File: config.mk
export PLATFORM = sky130hd
export DESIGN_NAME = serial_subtractor
export DESIGN_NICKNAME = d
export VERILOG_FILES = /design/src/rtl/serial_subtractor_pkg.sv /design/src/rtl/serial_subtractor_full_subtractor.sv /design/src/rtl/serial_subtractor.sv
export SDC_FILE = /design/constraint.sdc
export NUM_CORES = 1
export LEC_CHECK = 0
export ABC_CLOCK_PERIOD_IN_PS = 1500
export BUFFER_PORTS_ARGS = -buffer_cell sky130_fd_sc_hd__buf_2
export CORE_UTILIZATION = 50
export DETAILED_ROUTE_END_ITERATION = 12
export PLACE_DENSITY = 0.8
export SYNTH_ARGS = -nofsm -noshare
export SYNTH_HDL_FRONTEND = slang
export SYNTH_HIERARCHICAL = 1
export SYNTH_SLANG_ARGS = --single-unit
File: constraint.sdc
create_clock -name clk -period 1.5 [get_ports clk]
set_input_delay 0.075 -clock clk [delete_from_list [all_inputs] [get_ports clk]]
set_output_delay 0.075 -clock clk [all_outputs]
set_load 0.01 [all_outputs]
File: src/rtl/serial_subtractor_pkg.sv
// Shared definitions for the bit-serial arithmetic blocks.
// Holds the frame FSM encoding, which the serial adder reuses, and a helper
// that sizes the bit counter.
package serial_subtractor_pkg;

    // The serial adder depends on this exact encoding, so keep the values fixed.
    typedef enum logic [1:0] {
        ST_IDLE = 2'd0,
        ST_RUN  = 2'd1,
        ST_DONE = 2'd2
    } state_e;

    // The counter is $clog2(w) bits wide. A 1-bit operand still gets a 1-bit counter.
    function automatic int cnt_width(input int w);
        return (w > 1) ? $clog2(w) : 1;
    endfunction

endpackage

File: src/rtl/serial_subtractor_full_subtractor.sv
// full_subtractor: single-bit combinational subtract, d = a - b - bin.
// Latency: zero (purely combinational).
// Backpressure: none. Ports: a, b, bin in; d (difference), bout (borrow-out) out.
module full_subtractor (
    input  logic a,
    input  logic b,
    input  logic bin,
    output logic d,
    output logic bout
);

    assign d    = a ^ b ^ bin;
    // Borrow when a is 0 and b is 1.
    // When a equals b, an incoming borrow passes straight through.
    assign bout = (~a & b) | (~(a ^ b) & bin);

endmodule

File: src/rtl/serial_subtractor.sv
// serial_subtractor: WIDTH-bit bit-serial A - B. Operands arrive LSB first, one bit per clock.
// Latency: a start at edge k samples bit0 at edge k+1; done pulses in the cycle after edge k+WIDTH.
// Backpressure: none. A start while busy is ignored. Every pad output has a constant-1 enable.
// Ports: clk, rst_n, start, a, b in; diff/diff_en, result, borrow/borrow_en, busy, done/done_en out.
module serial_subtractor
    import serial_subtractor_pkg::*;
#(
    parameter int WIDTH = 8
) (
    input  logic             clk,
    input  logic             rst_n,
    input  logic             start,
    input  logic             a,
    input  logic             b,
    output logic             diff,
    output logic             diff_en,
    output logic [WIDTH-1:0] result,
    output logic             borrow,
    output logic             borrow_en,
    output logic             busy,
    output logic             done,
    output logic             done_en
);

    localparam int             CW   = cnt_width(WIDTH);
    localparam logic [CW-1:0] LAST = CW'(WIDTH - 1);

    state_e           state_q, state_d;
    logic [CW-1:0]    cnt_q, cnt_d;
    logic             borrow_r_q, borrow_r_d;
    logic             diff_q, diff_d;
    logic [WIDTH-1:0] result_q, result_d;
    logic             borrow_q, borrow_d;

    logic fs_d, fs_bout;

    full_subtractor u_fs (
        .a    (a),
        .b    (b),
        .bin  (borrow_r_q),
        .d    (fs_d),
        .bout (fs_bout)
    );

    always_comb begin
        state_d    = state_q;
        cnt_d      = cnt_q;
        borrow_r_d = borrow_r_q;
        diff_d     = diff_q;
        result_d   = result_q;
        borrow_d   = borrow_q;
        case (state_q)
            ST_IDLE, ST_DONE: begin
                // DONE accepts start like IDLE does, so frames can run back to back.
                if (start) begin
                    state_d    = ST_RUN;
                    cnt_d      = '0;
                    borrow_r_d = 1'b0;
                    result_d   = '0;
                end else begin
                    state_d    = ST_IDLE;
                end
            end
            ST_RUN: begin
                diff_d           = fs_d;
                result_d[cnt_q]  = fs_d;
                borrow_r_d       = fs_bout;
                cnt_d            = cnt_q + CW'(1);
                if (cnt_q == LAST) begin
                    borrow_d = fs_bout;
                    state_d  = ST_DONE;
                end
            end
            default: state_d = ST_IDLE;
        endcase
    end

    always_ff @(posedge clk or negedge rst_n) begin
        if (!rst_n) begin
            state_q    <= ST_IDLE;
            cnt_q      <= '0;
            borrow_r_q <= 1'b0;
            diff_q     <= 1'b0;
            result_q   <= '0;
            borrow_q   <= 1'b0;
        end else begin
            state_q    <= state_d;
            cnt_q      <= cnt_d;
            borrow_r_q <= borrow_r_d;
            diff_q     <= diff_d;
            result_q   <= result_d;
            borrow_q   <= borrow_d;
        end
    end

    // busy and done decode the state register directly.
    // They are therefore glitch-free and read 0 during reset.
    assign busy      = (state_q == ST_RUN);
    assign done      = (state_q == ST_DONE);
    assign diff      = diff_q;
    assign result    = result_q;
    assign borrow    = borrow_q;
    assign diff_en   = 1'b1;
    assign borrow_en = 1'b1;
    assign done_en   = 1'b1;

endmodule

Word-level counts from Yosys, hierarchy flattened
Index checks and enable logic that the tools add are counted.
- flip-flop bits (word level): 16
- input port bits: 5
- logic and storage cells: 39
- add/subtract/negate cells: 1
- magnitude comparators: 2
- eq/ne operators: 5
- muxes and demuxes: 12
- bitwise gates (word level): 7
- reduce and logical (&&, ||, !) cells: 6
- operators by type and width (operator ; count):
    one-hot mux 8 bit (2 select lines) ; 1
    bitwise mux 8 bit ; 1
    2-to-1 mux 8 bit ; 1
    one-hot mux 3 bit (2 select lines) ; 1
    less-than comparator 3 x 4 -> 1 bit (second input constant) ; 1
    one-hot mux 2 bit (2 select lines) ; 1
    AND reduction 2 bit ; 2
    adder 3 x 1 -> 3 bit (second input constant) ; 1
    demux 1 bit (select 3 bit) ; 1
    == test 3 bit (second input constant) ; 1
    >= comparator 3 x 1 -> 1 bit (second input constant) ; 1
    2-to-1 mux 1 bit ; 3
    2-to-1 mux 3 bit ; 1
    AND 1 bit ; 2
    == test 2 x 1 -> 1 bit (second input constant) ; 1
    == test 2 bit (second input constant) ; 1
    logical NOT 2 bit ; 1
    2-to-1 mux 2 bit ; 1
    inequality test 2 x 1 -> 1 bit (second input constant) ; 1
    inequality test 2 bit (second input constant) ; 1
    inverter 1 bit ; 2
    one-hot mux 1 bit (2 select lines) ; 1
    nonzero test 2 bit ; 1
    OR reduction 2 bit ; 1
    3 further kinds ; 4

Longest topological paths before layout
Gate-level depths: netlist of the first run.
- word-level depth: 6
- gate-level depth with buffers: 4

By module
The synthesis of the first run kept the hierarchy.
- modules (own cells, without submodules) (module ; times used ; cells an instance ; area an instance (µm²)):
    serial_subtractor ; 1 ; 62 ; 760.7
    full_subtractor ; 1 ; 4 ; 31.3

Worst setup path after synthesis of the first run
No wires, ideal clock.
- kind: register to register
- from: register cnt_q[1]
- to: register borrow_q, in the netlist borrow
- arrival: 1252 ps
- required time: 1373 ps
- path slack: 121 ps
- cell stages (with the launch flop): 5
- clock period less this slack: 1379 ps
- path through: dfrtp_1 ha_1 ha_1 and2_1 mux2_1
- word-level cells in the longest chain between the ends: 2
- ends and longest elaborated chain (element ; line ; source):
    from (decl) ; serial_subtractor.sv:29 ; logic [CW-1:0] cnt_q, cnt_d;
    from (signal assigned) ; serial_subtractor.sv:88 ; cnt_q <= cnt_d;
    == test 3 bit ; serial_subtractor.sv:69 ; if (cnt_q == LAST) begin
    AND reduction 2 bit (no source line) ; n/a ;
    to (signal assigned) ; serial_subtractor.sv:92 ; borrow_q <= borrow_d;
    to (decl) ; serial_subtractor.sv:33 ; logic borrow_q, borrow_d;
Every way passes these cells.
A chain may end at the register's enable or synchronous reset.

Final worst setup path of the first run
- from: register cnt_q[0]
- to: register result_q[4], in the netlist result[4]
- word-level cells in the longest chain between the ends: 6
- elaborated cells between the ends (all ways): 7
- those cells by class: order compare (2); mux (4); reduce/logical (1)
- ends and longest elaborated chain (element ; line ; source):
    less-than comparator 3 x 4 -> 1 bit (implied by the code) / >= comparator 3 x 1 -> 1 bit (equally long branches) ; serial_subtractor.sv:66 ; result_d[cnt_q] = fs_d;
    logical AND 1 bit (implied by the code) ; serial_subtractor.sv:66 ;
    2-to-1 mux 1 bit (implied by the code) ; serial_subtractor.sv:66 ;
    demux 1 bit (select 3 bit) * ; serial_subtractor.sv:66 ;
    bitwise mux 8 bit * ; serial_subtractor.sv:66 ;
    one-hot mux 8 bit (2 select lines) * ; serial_subtractor.sv:52 ; case (state_q)
    to (signal assigned) ; serial_subtractor.sv:91 ; result_q <= result_d;
    to (decl) ; serial_subtractor.sv:32 ; logic [WIDTH-1:0] result_q, result_d;
Mark *: on every way between the ends. The rest lies on a longest branch, timed or not.

==> results.rst, run 1 <==
.. list-table::
   :header-rows: 1

   * - Metric
     - Value
   * - WP buf/inv
     - 0
   * - Setup repair after global routing missed its margin
     - false
   * - Via count of the first global-routing pass
     - about 540
   * - Effective utilization at floorplan
     - a little over half
   * - Worst min-delay path category
     - in2reg
   * - Clock edge transition at the registers on the reported setup and hold paths
     - 0.09 ns
   * - Via density per instance
     - 5.46
   * - Post-Synthesis Mean Instance Area
     - ~12 sq um
   * - Boundary pin count
     - 20
   * - Peak Freq
     - 710 MHz
   * - Placement Cell Area
     - 897 sq um
   * - Clk buf depth
     - 2
   * - Slew Limit Fails
     - 0
   * - Warning count from the yosys run
     - 6
   * - Final Cycle Share
     - 93.9%
   * - CTS sink count
     - 16
   * - Minimum setup slack in the final design
     - 0.0914 ns
   * - Number of rows in the core area
     - 14
   * - Total number of H-tree levels
     - 1
   * - Later-pin clock latency in the skew report
     - 0.29 ns
   * - Category of the critical setup timing path
     - reg2reg
   * - Setup Total Neg Slack
     - 0 ns
   * - GRT Util Overall
     - 18.6%
   * - DP Wirelength
     - between 900 and 1000 microns
   * - Port Buffers
     - 16
   * - Placement-stage worst setup slack
     - 0.0538 ns
   * - Pwr/cell area
     - 2140 mW/mm^2
   * - Slowest cell on the critical path
     - sky130_fd_sc_hd__or3b_1
   * - Setup clock skew after layout
     - a little over 0.0009 ns
   * - Library cells used by synthesis
     - 25
   * - Routed Wire Length
     - 1310 microns
   * - Fraction of layout cells with a size suffix above 1
     - 37.5%
   * - Summed area of non-filler cells in the final layout
     - 956 sq um
   * - RePlAce Congestion
     - 0.730
   * - Growth of design area from synthesis to finish
     - 20.7%
   * - Number of search-and-repair iterations in the first detailed-routing pass
     - 4
   * - Antenna violations before repair
     - 0
   * - Core ar.
     - approximately 0.0015 sq mm
   * - Min Tclk post-route
     - 1.41 ns
   * - Max-cap violations
     - 0
   * - TritonCTS clock tree
     - yes
   * - DRC errors left
     - 0
   * - Cell-by-cell trace of the critical path
     - or3b_1 > o211ai_2 > o31ai_2
   * - Largest fanout on the critical path
     - 7
   * - Flip-flop and latch count after synthesis
     - 16
   * - Antenna Violating Nets Remaining
     - 0
   * - Gate Count Post-Synth
     - 66
   * - Root cell of the clock tree
     - sky130_fd_sc_hd__clkbuf_4
   * - Routed length per instance
     - between 10 and 15 microns
   * - Setup-violating endpoint count in the final report
     - 0
   * - DR iter-0 viols
     - 9
   * - Required time of the critical path
     - approximately 1.7 ns
   * - DR vias
     - 568
   * - Wire length of the first global-routing pass
     - approximately 2400 microns
   * - Post-synthesis instance area
     - 792 sq um
   * - Overall die width
     - 41.8 microns
   * - Die Area
     - 0.00175 sq mm
   * - Net count reported at finish
     - 97
   * - Worst endpoint data arrival time
     - 1.58 ns
   * - Worst hold slack after final layout
     - between 0.04 and 0.05 ns
   * - Inserted Diodes
     - 0
   * - Overflow after GRT
     - 0
   * - Sequential share of the synthesized area
     - between 50% and 60%
   * - Delay of the slowest critical-path stage
     - between 0.5 and 0.6 ns
   * - Final hold viol count
     - 0
   * - Die Y
     - 41.8 microns
   * - Delay-heaviest family, CP
     - simple AND/OR/NAND/NOR gates
   * - Number of CTS-inserted buffers
     - 3
   * - Static power due to leakage
     - 0.478 nW
   * - Layout filler cell count
     - ~130
   * - Crit path launch type
     - flip-flop
   * - Outcome
     - completed
   * - Buffers inserted during post-CTS setup optimization
     - 0
   * - Worst Setup End Kind
     - flip-flop
   * - Maximum number of pins on one net before global-route repair
     - 17
   * - Maximum resistive drop on vdd
     - 1290 uV
worst paths after layout:
kind,slack (ns),cells past startpoint,startpoint,end
max in group asynchronous,1.02,2,rst_n,state_q[1]
hold / removal,0.05,3,start,state_q[0]
setup / recovery,0.09,3,cnt_q[0],result[4]
min in group asynchronous,0.22,2,rst_n,result[1]
setup reg to reg,0.09,3,cnt_q[0],result[4]
hold reg to reg,0.49,1,borrow,borrow
logic make-up after synthesis:
kind of cell / synth area share (%)
adder cells (fa/ha/maj): 5.69
AND/OR/NAND/NOR: 11.4
multiplexers: 4.11
AO/OA/AOI/OAI: 20.4
flip-flops: 50.6
buffers and inverters: 7.43
other: 0.473
cells in the mapped netlist:
| master | n | area share, % |
|---|---|---|
| sky130_fd_sc_hd__inv_1 | 5 | 2.4 |
| sky130_fd_sc_hd__buf_4 | 4 | 3.8 |
| sky130_fd_sc_hd__a22o_1 | 3 | 3.3 |
| sky130_fd_sc_hd__conb_1 | 1 | 0.47 |
| sky130_fd_sc_hd__nand2b_1 | 3 | 2.4 |
| sky130_fd_sc_hd__o211ai_1 | 3 | 2.8 |
| sky130_fd_sc_hd__nor2b_1 | 4 | 3.2 |
| sky130_fd_sc_hd__fa_1 | 1 | 2.5 |
| sky130_fd_sc_hd__o31ai_1 | 6 | 5.7 |
| sky130_fd_sc_hd__mux2_2 | 1 | 1.4 |
| sky130_fd_sc_hd__and2_1 | 1 | 0.79 |
| sky130_fd_sc_hd__mux2i_1 | 1 | 1.3 |
| sky130_fd_sc_hd__ha_1 | 2 | 3.2 |
| sky130_fd_sc_hd__dfrtp_1 | 16 | 51 |
| sky130_fd_sc_hd__mux2_1 | 1 | 1.4 |
| sky130_fd_sc_hd__a21o_1 | 1 | 0.95 |
| sky130_fd_sc_hd__or3b_1 | 1 | 1.1 |
| sky130_fd_sc_hd__nand3b_1 | 1 | 0.95 |
| sky130_fd_sc_hd__nand2_1 | 2 | 0.95 |
| sky130_fd_sc_hd__o21ai_0 | 1 | 0.63 |
| sky130_fd_sc_hd__o211ai_2 | 3 | 4.7 |
| sky130_fd_sc_hd__nor3_4 | 1 | 2.1 |
| sky130_fd_sc_hd__o41ai_1 | 1 | 1.1 |
| sky130_fd_sc_hd__buf_2 | 2 | 1.3 |
| sky130_fd_sc_hd__o311ai_0 | 1 | 1.1 |
report_power, final:
group          internal [mW]  switching (mW)  leakage (nW)  total, mW
clock                  0.148           0.133        0.0210      0.281
sequential             0.618           0.110         0.203      0.728
combinational          0.466           0.571         0.254       1.04
total                   1.23           0.814         0.478       2.05
layout by cell type, fill, tap and decap left out, drive strengths merged:
cell / synthesis / routed
conb: 1 / 3
or3b: 1 / 1
clkbuf: 0 / 4
mux2: 2 / 2
a21o: 1 / 1
o41ai: 1 / 1
nor3: 1 / 1
and2: 1 / 1
dlygate4sd3: 0 / 1
o211ai: 6 / 6
buf: 6 / 21
nand3b: 1 / 1
mux2i: 1 / 1
ha: 2 / 2
fa: 1 / 1
o31ai: 6 / 6
o21ai: 1 / 1
nor2b: 4 / 4
nand2b: 3 / 3
o311ai: 1 / 1
a22o: 3 / 3
inv: 5 / 5
dfrtp: 16 / 16
nand2: 2 / 2
per-stage QoR:
stage	total power, mW	cells	utilization, %
floorplan	1.43	68	-
global placement	1.72	99	60.3
detailed placement	1.74	99	60.3
CTS	2.04	104	63.4
global route	2.21	104	64.2
finish	2.05	104	64.2
per-layer routing:
layer | wire [microns] | global-route usage, % | part of all wire, % | vias to the layer above
li1 | - | - | - | 274
met1 | 580 | 23.0 | 44 | 272
met2 | 632 | 27.8 | 48 | 18
met3 | 76 | 7.83 | 5.8 | 4
met4 | 23 | 9.68 | 1.8 | 0
met5 | 0 | 0 | 0 | -
flip-flops by register name, indices dropped and copies added, names as in the netlist:
name and count:
state_q 2, borrow_r_q 1, diff 1, cnt_q 3, borrow 1, result 8
worst min-delay path, stage by stage:
cell and delay (ns):
sky130_fd_sc_hd__buf_2 0.08, sky130_fd_sc_hd__nand2b_1 0.08, sky130_fd_sc_hd__o21ai_0 0.07
area by class of cell:
| type | count | area (sq um) | share of cell area (%) |
|---|---|---|---|
| flip-flops and latches | 16 | 400 | 41.9 |
| multi-input cells | 41 | 353 | 36.9 |
| repair buffers | 22 | 128 | 13.4 |
| clock buffers | 4 | 36.3 | 3.80 |
| well taps | 16 | 20.0 | 2.09 |
| inverters | 5 | 18.8 | 1.96 |
timing repair:
action | 4_1_cts | 5_1_grt
setup endpoints to repair | 0 | 3
hold endpoints to repair | 16 | 0
hold buffers | 1 | 0
resized for setup | 0 | 3
Note: power is estimated with default switching activity, not from simulation.
==> run 2: changes to the inputs <==
--- a/config.mk
+++ b/config.mk
@@ -7,10 +7,10 @@
 export LEC_CHECK = 0
 export ABC_CLOCK_PERIOD_IN_PS = 1500
 export BUFFER_PORTS_ARGS = -buffer_cell sky130_fd_sc_hd__buf_2
-export CORE_UTILIZATION = 50
+export CAP_MARGIN = 20
+export CORE_UTILIZATION = 49
 export DETAILED_ROUTE_END_ITERATION = 12
-export PLACE_DENSITY = 0.8
+export PLACE_DENSITY = 0.79
 export SYNTH_ARGS = -nofsm -noshare
 export SYNTH_HDL_FRONTEND = slang
-export SYNTH_HIERARCHICAL = 1
 export SYNTH_SLANG_ARGS = --single-unit
==> run 2 against run 1 <==
Critical path depth grew 1. Register-to-register slack got worse by 0.03 ns. Routed wire length shrank 3.5%. Worst setup slack worse by 0.029 ns. Design area is 4.6% lower. Synthesized cell count rose by 1.5%. Critical endpoint is now result[1]. Largest cell class unchanged.
==> results.rst, run 2 <==
.. list-table::
   :header-rows: 1

   * - Metric
     - Value
   * - Proportion of netlist area held by the largest area contributor
     - 52.1% (+1.6 points)
   * - Worst Setup End Kind
     - flip-flop
   * - Core ar.
     - 0.00138 sq mm (-7.1%)
   * - Flip-flop and latch count after synthesis
     - 16 (unchanged)
   * - Antenna Violating Nets Remaining
     - 0 (unchanged)
   * - Die Y
     - 41.6 microns (-0.49%)
   * - Overall die width
     - 41.6 microns (-0.49%)
   * - RePlAce Congestion
     - 0.740 (+1.3%)
   * - Worst min-delay path category
     - in2reg
   * - Sequential share of the synthesized area
     - 52.1% (+1.6 points)
   * - Clock edge transition at the registers on the reported setup and hold paths
     - 0.10 ns (about the same)
   * - Outcome
     - completed
   * - Summed area of non-filler cells in the final layout
     - 912 sq um (-4.6%)
   * - Root cell of the clock tree
     - sky130_fd_sc_hd__clkbuf_4
   * - Ranking of synthesized cells by area
     - sky130_fd_sc_hd__dfrtp_1, sky130_fd_sc_hd__o31ai_1, sky130_fd_sc_hd__o211ai_1, sky130_fd_sc_hd__ha_1, sky130_fd_sc_hd__nand2b_1
   * - Boundary pin count
     - 20 (unchanged)
   * - Crit path launch type
     - flip-flop
   * - Slew Limit Fails
     - 0 (unchanged)
   * - Final Cycle Share
     - 95.9% (+1.9 points)
   * - Worst-case reg-to-reg path depth
     - 4 (+1)
   * - Hold-critical path depth
     - 3 (unchanged)
   * - Buffers inserted during post-CTS setup optimization
     - 0 (unchanged)
   * - Fraction of layout cells with a size suffix above 1
     - 29.5% (-8.0 points)
   * - Inserted Diodes
     - 0 (unchanged)
   * - Setup-violating endpoint count in the final report
     - 0 (unchanged)
   * - Setup clock skew after layout
     - 0.00244 ns (+0.00153 ns)
   * - Die Area
     - 0.00173 sq mm (-0.98%)
   * - Most frequent cells after synthesis
     - sky130_fd_sc_hd__dfrtp_1, sky130_fd_sc_hd__o31ai_1, sky130_fd_sc_hd__o211ai_1
   * - Growth of design area from synthesis to finish
     - 18.7%
   * - Cell with the most instances after synthesis
     - sky130_fd_sc_hd__dfrtp_1
   * - Area leader, netlist
     - sky130_fd_sc_hd__dfrtp_1
   * - Later-pin clock latency in the skew report
     - 0.28 ns (about the same)
   * - Wire length of the first global-routing pass
     - 2220 microns (-6.1%)
   * - Count of flip-flops with a built-in enable after synthesis
     - 0 (unchanged)
   * - Setup repair after global routing missed its margin
     - false
   * - Overflow after GRT
     - 0 (unchanged)
   * - Largest fanout on the critical path
     - 8 (+1)
   * - Worst hold slack after final layout
     - 0.156 ns (+0.109 ns)
   * - Total number of H-tree levels
     - 1 (unchanged)
   * - DR vias
     - 550 (-3.2%)
   * - Pwr/cell area
     - 2120 mW/mm^2 (-0.70%)
   * - GRT Util Overall
     - 16.8% (-1.8 points)
   * - Routed length per instance
     - 12.3 microns (-2.6%)
   * - Number of CTS-inserted buffers
     - 3 (unchanged)
   * - Warning count from the yosys run
     - 0 (-6)
   * - Placement Cell Area
     - 865 sq um (-3.6%)
   * - Clk buf depth
     - 2 (unchanged)
   * - Routed Wire Length
     - 1270 microns (-3.5%)
   * - Fraction of registers with async set or reset after synthesis
     - 100% (unchanged)
   * - Required time of the critical path
     - 1.68 ns (about the same)
   * - Max FFs per register
     - 8 (unchanged)
   * - Maximum resistive drop on vdd
     - 1160 uV (-10%)
   * - Number of rows in the core area
     - 13 (-1)
   * - Gate Count Post-Synth
     - 67 (+1.5%)
   * - Category of the critical setup timing path
     - reg2reg
   * - Static power due to leakage
     - 0.457 nW (-4.4%)
   * - DP Wirelength
     - 932 microns (-3.2%)
   * - Register area
     - 400 sq um (unchanged)
   * - Net count reported at finish
     - 97 (unchanged)
   * - Main flop type after synthesis
     - sky130_fd_sc_hd__dfrtp_1
   * - Maximum number of pins on one net before global-route repair
     - 17 (unchanged)
   * - Effective utilization at floorplan
     - 55.6% (+2.4 points)
   * - Antenna violations before repair
     - 0 (unchanged)
   * - Library cells used by synthesis
     - 26 (+4.0%)
   * - Final hold viol count
     - 0 (unchanged)
   * - Max-cap violations
     - 0 (unchanged)
   * - TritonCTS clock tree
     - yes
   * - Via count of the first global-routing pass
     - 525 (-2.1%)
   * - Area of the multi-input gates
     - 324 sq um (-8.2%)
   * - Post-synthesis instance area
     - 768 sq um (-3.0%)
   * - Fraction of the core area covered by cells at the end of the flow
     - 66.0% (+1.8 points)
   * - Layout filler cell count
     - 106 (-16%)
   * - Peak Freq
     - 695 MHz (-2.0%)
   * - Port Buffers
     - 16 (unchanged)
   * - CTS sink count
     - 16 (unchanged)
   * - Min Tclk post-route
     - 1.44 ns (+0.0292 ns)
   * - Via density per instance
     - 5.34 (-2.2%)
   * - DRC errors left
     - 0 (unchanged)
   * - Commonest cells after routing, fill and taps aside
     - sky130_fd_sc_hd__dfrtp_1, sky130_fd_sc_hd__buf_2, sky130_fd_sc_hd__o31ai_1
   * - DR iter-0 viols
     - 7 (-2)
   * - Worst endpoint data arrival time
     - 1.62 ns (+0.04 ns)
   * - Number of search-and-repair iterations in the first detailed-routing pass
     - 4 (unchanged)
   * - Post-Synthesis Mean Instance Area
     - 11.5 sq um (-4.4%)
-- run 2: changes by cell type after synthesis, moves of 2 or more --
cell | previous run | this run
sky130_fd_sc_hd__nand2_1 | 2 | 4
sky130_fd_sc_hd__nor2b_1 | 4 | 1
sky130_fd_sc_hd__o211ai_1 | 3 | 5
sky130_fd_sc_hd__o211ai_2 | 3 | 1
sky130_fd_sc_hd__o21ai_0 | 1 | 3
-- run 2: routing by layer --
layer  part of all wire (%)  GRT usage (%)
met5                      0              0
met4                   0.32           11.0
met3                    3.8           2.61
met2                     44           25.0
met1                     52           22.7
-- run 2: final cells by class --
class	count	share of cell area [%]
Tap cell	15	2.06
Clock buffer	4	3.98
Inverter	5	2.19
Sequential cell	16	43.9
Multi-Input combinational cell	43	35.5
Timing Repair Buffer	20	12.3
-- run 2: critical path, cell delays in order, from the launching register on --
cell,delay [ns]
sky130_fd_sc_hd__dfrtp_1,0.36
sky130_fd_sc_hd__inv_1,0.05
sky130_fd_sc_hd__fa_1,0.50
sky130_fd_sc_hd__clkinv_2,0.12
sky130_fd_sc_hd__o41ai_1,0.31
-- run 2: final timing paths --
| kind | start | end | slack [ns] |
|---|---|---|---|
| max | borrow_r_q | result[1] | 0.06 |
| min | a | borrow_r_q | 0.16 |
| max reg2reg | borrow_r_q | result[1] | 0.06 |
| min reg2reg | borrow | borrow | 0.49 |
| max in group asynchronous | rst_n | result[2] | 1.03 |
| min in group asynchronous | rst_n | result[6] | 0.22 |
-- run 2: repair_timing --
action | in CTS | in global routing
gates resized for setup | 1 | 0
endpoints found under the hold margin | 16 | 0
endpoints found under the setup margin | 3 | 0
hold buffers | 1 | 0
-- run 2: logic make-up after synthesis --
kind of cell / after synthesis / synth area share, %
AO/OA/AOI/OAI: 21 / 21.0
adder cells (fa/ha/maj): 3 / 5.86
buffers and inverters: 10 / 6.68
flip-flops: 16 / 52.1
multiplexers: 1 / 1.30
other: 1 / 0.488
AND/OR/NAND/NOR: 15 / 12.5
-- run 2: through the flow --
stage          total power [mW]  worst slack [ns]  std cells  setup TNS, ns
2_1_floorplan              1.37            0.0949         69              0
3_3_place_gp               1.64            0.0216         98              0
3_5_place_dp               1.66           -0.0168         98        -0.0168
4_1_cts                    1.96            0.0544        103              0
5_1_grt                    2.09           0.00294        103              0
6_report                   1.94            0.0622        103              0
-- run 2: power breakdown --
part	switching (mW)	internal (mW)	total, mW
logic	0.513	0.390	0.903
registers	0.134	0.616	0.750
clock network	0.138	0.148	0.286
